[config.mk]
export PLATFORM = sky130hd
export DESIGN_NAME = alu_issue
export DESIGN_NICKNAME = d
export VERILOG_FILES = /design/src/rtl/alu_issue.sv
export SDC_FILE = /design/constraint.sdc
export NUM_CORES = 1
export LEC_CHECK = 0
export ABC_AREA = 1
export CORE_MARGIN = 2
export CORE_UTILIZATION = 35
export CTS_BUF_LIST = sky130_fd_sc_hd__clkbuf_8
export CTS_CLUSTER_DIAMETER = 120
export CTS_CLUSTER_SIZE = 40
export DETAILED_ROUTE_END_ITERATION = 12
export GPL_ROUTABILITY_DRIVEN = 0
export RECOVER_POWER = 50
export SLEW_MARGIN = 10
export SYNTH_ARGS = -nofsm -noshare
export SYNTH_HDL_FRONTEND = slang
export SYNTH_SLANG_ARGS = --single-unit
[constraint.sdc]
create_clock -name clk -period 2.34 [get_ports clk]
set_input_delay 0.585 -clock clk [delete_from_list [all_inputs] [get_ports clk]]
set_output_delay 0.585 -clock clk [all_outputs]
set_load 0.01 [all_outputs]
[src/rtl/alu_issue.sv]
//------------------------------------------------------------------------------
// Module      : alu_issue
// Description : Credit-based issue stage feeding an external registered ALU,
//               with an in-order result FIFO carrying tag and flags.
// Revision    : 1.0 - initial release
//------------------------------------------------------------------------------
`default_nettype none

module alu_issue #(
    parameter int DEPTH = 4
) (
    input  logic        clk,
    input  logic        resetn,
    input  logic        in_valid,
    output logic        in_ready,
    input  logic [3:0]  in_op,
    input  logic [15:0] in_a,
    input  logic [15:0] in_b,
    input  logic [3:0]  in_tag,
    output logic [3:0]  alu_ctrl,
    output logic [15:0] alu_a,
    output logic [15:0] alu_b,
    input  logic [15:0] alu_y,
    output logic        out_valid,
    input  logic        out_ready,
    output logic [15:0] out_data,
    output logic [3:0]  out_tag,
    output logic        out_zero,
    output logic        out_neg,
    output logic        busy
);

    localparam int PW = (DEPTH > 2) ? $clog2(DEPTH) : 1;
    localparam int CW = $clog2(DEPTH + 1);
    localparam int SW = CW + 2;

    logic          v1;
    logic          v2;
    logic [3:0]    tag1;
    logic [3:0]    tag2;
    logic [PW-1:0] wr_ptr;
    logic [PW-1:0] rd_ptr;
    logic [CW-1:0] count;

    logic [15:0]   mem_data [DEPTH];
    logic [3:0]    mem_tag  [DEPTH];
    logic          mem_zero [DEPTH];
    logic          mem_neg  [DEPTH];

    logic          accept;
    logic          push;
    logic          pop;
    logic [SW-1:0] credits_used;

    function automatic logic [PW-1:0] ptr_inc(input logic [PW-1:0] p);
        if (p == PW'(DEPTH - 1)) begin
            return '0;
        end
        return p + PW'(1);
    endfunction

    // Every request in S1, S2 or the FIFO holds one credit, so a FIFO write can never meet a full FIFO.
    assign credits_used = SW'(count) + SW'(v1) + SW'(v2);
    assign in_ready     = resetn && (credits_used < SW'(DEPTH));
    assign accept       = in_valid && in_ready;
    assign push         = v2;
    assign out_valid    = resetn && (count != '0);
    assign pop          = out_valid && out_ready;
    assign busy         = v1 | v2 | (count != '0);

    assign out_data     = mem_data[rd_ptr];
    assign out_tag      = mem_tag[rd_ptr];
    assign out_zero     = mem_zero[rd_ptr];
    assign out_neg      = mem_neg[rd_ptr];

    always_ff @(posedge clk) begin
        if (!resetn) begin
            v1       <= 1'b0;
            v2       <= 1'b0;
            tag1     <= '0;
            tag2     <= '0;
            alu_ctrl <= '0;
            alu_a    <= '0;
            alu_b    <= '0;
            wr_ptr   <= '0;
            rd_ptr   <= '0;
            count    <= '0;
        end else begin
            v1   <= accept;
            v2   <= v1;
            tag2 <= tag1;
            if (accept) begin
                alu_ctrl <= in_op;
                alu_a    <= in_a;
                alu_b    <= in_b;
                tag1     <= in_tag;
            end
            if (push) begin
                wr_ptr <= ptr_inc(wr_ptr);
            end
            if (pop) begin
                rd_ptr <= ptr_inc(rd_ptr);
            end
            case ({push, pop})
                2'b10:   count <= count + CW'(1);
                2'b01:   count <= count - CW'(1);
                default: count <= count;
            endcase
        end
    end

    // Storage needs no reset: entries are only visible once count covers them.
    always_ff @(posedge clk) begin
        if (push) begin
            mem_data[wr_ptr] <= alu_y;
            mem_tag[wr_ptr]  <= tag2;
            mem_zero[wr_ptr] <= (alu_y == 16'h0000);
            mem_neg[wr_ptr]  <= alu_y[15];
        end
    end

endmodule

`default_nettype wire

==> impl_metrics.json <==
{
  "status": "completed",
  "ys_warn_count": 0,
  "final_layout_size_suffix_gt1_share_pct": 9.03,
  "cap_violations": 0,
  "tightest_slew_ns": 0.654,
  "crit_fanout": 21,
  "drc": 0,
  "synth_edf_count": 84,
  "vdd_drop_max_uv": 310,
  "cts_root_buffer": "clkbuf_8",
  "crit_path_cell_trace": "bufbuf_16 -> o21ai_0 -> o22ai_1 -> buf_2",
  "via_per_inst": 4.52,
  "skew_ns": 0.0111,
  "syn_nets": 716,
  "worstSkewPairLatency_ns": 0.44,
  "hold_viol_final": 0,
  "endpoint_kind": "output port",
  "grt_pass1_vias": 4424,
  "start_util_pct": 35.8,
  "cp.arrival_ns": 1.69,
  "gr-usage-all-layers_pct": 15.8,
  "syn_area_per_cell_um2": 9.13,
  "drtPass1Iterations": 6,
  "synth-async-reset-ratio_pct": 0,
  "min_to": "tag2[1]$_SDFF_PN0_",
  "final.period_utilization_pct": 97.3,
  "cp_top_family": "buffers and inverters",
  "min_from": "tag1[1]$_SDFFE_PN0P_",
  "reg2reg_depth": 10,
  "synth_cell_type_count": 22,
  "seq_area_frac_synth_pct": 61.3,
  "syn-cell-area_mm2": 0.00591,
  "die_x_um": 134,
  "dieArea_mm2": 0.0180,
  "numCtsBuffers": 17,
  "place_hpwl_mm": 8.68,
  "min_period_ns": 2.28,
  "place_area_mm2": 0.00740,
  "power_w": 0.00551,
  "crit_path_start_kind": "register",
  "worstReg2RegEnd": "alu_a[11]$_SDFFE_PN0P_",
  "nets": 842,
  "grt_max_degree": 42,
  "setup_viol": 0,
  "hold_depth": 2,
  "rsz0062_at_grt": "yes",
  "clockBufferDepth": 2,
  "fin_area_mm2": 0.00782,
  "leakage_nw": 3.44,
  "vias": 4544,
  "diodes": 0,
  "ys.flop_type": "edfxtp_1",
  "slowest_stage": "dfxtp_4",
  "wl_mm": 13.7,
  "htree_levels": 4,
  "cts.sinks": 139,
  "grt_pass1_wl_mm": 22.2,
  "path_clk_slew_ns": 0.08,
  "max_freq_ghz": 0.439,
  "antenna_found_initial": 0,
  "io_buffers": 120,
  "cts_tree": "done",
  "synth-seq-cells": 139,
  "die_h_um": 134,
  "slew_violations": 0,
  "dr.first_iter.drc_count": 253,
  "final_cell_mix": "143 x inv_1, 101 x nand2_1, 97 x nor2_1",
  "slowest_delay_ns": 0.39,
  "io_pins": 121,
  "path_buf_inv": 2,
  "core_area_mm2": 0.0165,
  "r2r-start": "count[0]$_SDFFE_PN0P_",
  "row_count": 47,
  "syn2layout_area_growth_pct": 32.2,
  "p_per_area_mw_per_mm2": 705,
  "critPathKind": "register to output port",
  "postCtsHoldBufs": 0,
  "synthCells": 648,
  "final_common_cell": "inv_1",
  "postRouteAntennaNets": 0,
  "slew_headroom_pct": 56.4,
  "worstHoldPathType": "register to register",
  "crit_required_ns": 1.75,
  "reg2reg_slack_ns": 0.31,
  "routedWlPerCell_um": 13.6,
  "grt_overflow": 0
}
## per-layer routing
metal	routed length [um]	track usage, %
met2	6520	26.3
met4	113	5.02
met5	0	0
met3	890	5.25
met1	6180	19.5
## through the flow
| step | TNS [ns] | instances | utilization (%) | hold slack, ns | setup slack [ns] |
|---|---|---|---|---|---|
| 5_1_grt | -0.0458 | 1006 | 47.3 | 0.449 | -0.0458 |
| 3_5_place_dp | -0.138 | 973 | 44.8 | 0.420 | -0.138 |
| 2_1_floorplan | 0 | 648 | - | 0.407 | 0.287 |
| 6_report | 0 | 1006 | 47.3 | 0.427 | 0.0641 |
| 4_1_cts | -0.191 | 1006 | 47.5 | 0.431 | -0.0768 |
| 3_3_place_gp | -0.0849 | 973 | 44.8 | 0.418 | -0.0849 |
## cell usage after synthesis (2+ instances only)
cell type,count,share of area (%)
nor2_1,97,6.2
buf_4,2,0.25
nand3_1,4,0.34
a21oi_1,5,0.42
ha_1,7,1.5
buf_2,11,0.93
buf_1,2,0.13
nand2_1,101,6.4
buf_6,4,0.76
inv_1,144,9.1
clkbuf_1,18,1.1
dfxtp_1,55,19
o21ai_0,45,3.8
nand4_1,42,4.4
o22ai_1,21,2.2
edfxtp_1,84,43
## timing repair
action / in CTS / in global routing
pin swaps: 4 / 4
setup endpoints to repair: 24 / 18
setup buffers: 0 / 0
cloned: 2 / 0
resized for setup: 43 / 16
endpoints found under the hold margin: 0 / 0
## flip-flops by register name (all words and copies together) (netlist names), named ones only
| signal | flops |
|---|---|
| wr_ptr | 2 |
| mem_tag | 16 |
| alu_ctrl | 4 |
| tag2 | 4 |
| push | 1 |
| v1 | 1 |
| mem_zero | 4 |
| alu_b | 16 |
| alu_a | 16 |
| mem_data | 60 |
| mem_neg | 4 |
| count | 3 |
| rd_ptr | 2 |
| tag1 | 4 |
## cells by family (layout without fill, tap and decap cells)
group | Yosys count | after routing | synth area share, %
compound gates | 71 | 71 | 6.45
fa+ha+maj | 8 | 8 | 1.82
buf+inv | 182 | 320 | 12.4
flops | 139 | 139 | 61.3
simple gates | 248 | 248 | 18.0
## tightest hold or removal path, stage by stage (launching register included)
cell and delay, ns:
dfxtp_1 0.31, nand2_1 0.05, inv_1 0.03
## power breakdown
part / internal [W] / switching (W) / leakage (nW) / total [W]
clock: 0.00105 / 0.000933 / 0.195 / 0.00199
sequential: 0.00267 / 0.0000453 / 1.22 / 0.00272
combinational: 0.000387 / 0.000421 / 2.02 / 0.000807
## final cells by class
cell class,count,area (um2)
flip-flops and latches,139,3630
inverters,145,544
fillers,1554,8710
clock buffers,17,234
multi-input cells,327,1560
well taps,220,275
repair buffers,144,1410
clock inverters,14,171
## worst max path at each step
stage                                  endpoint  slack (ns)  depth (start not counted)
after floorplan           count[2]$_SDFFE_PN0P_        0.29                         11
after global placement    count[2]$_SDFFE_PN0P_       -0.08                         11
after detailed placement  count[2]$_SDFFE_PN0P_       -0.14                         11
after CTS                            out_tag[0]       -0.08                          4
after global routing                 out_tag[0]       -0.05                          4
final                                out_tag[0]        0.06                          4
(Power assumes the default switching activity.)
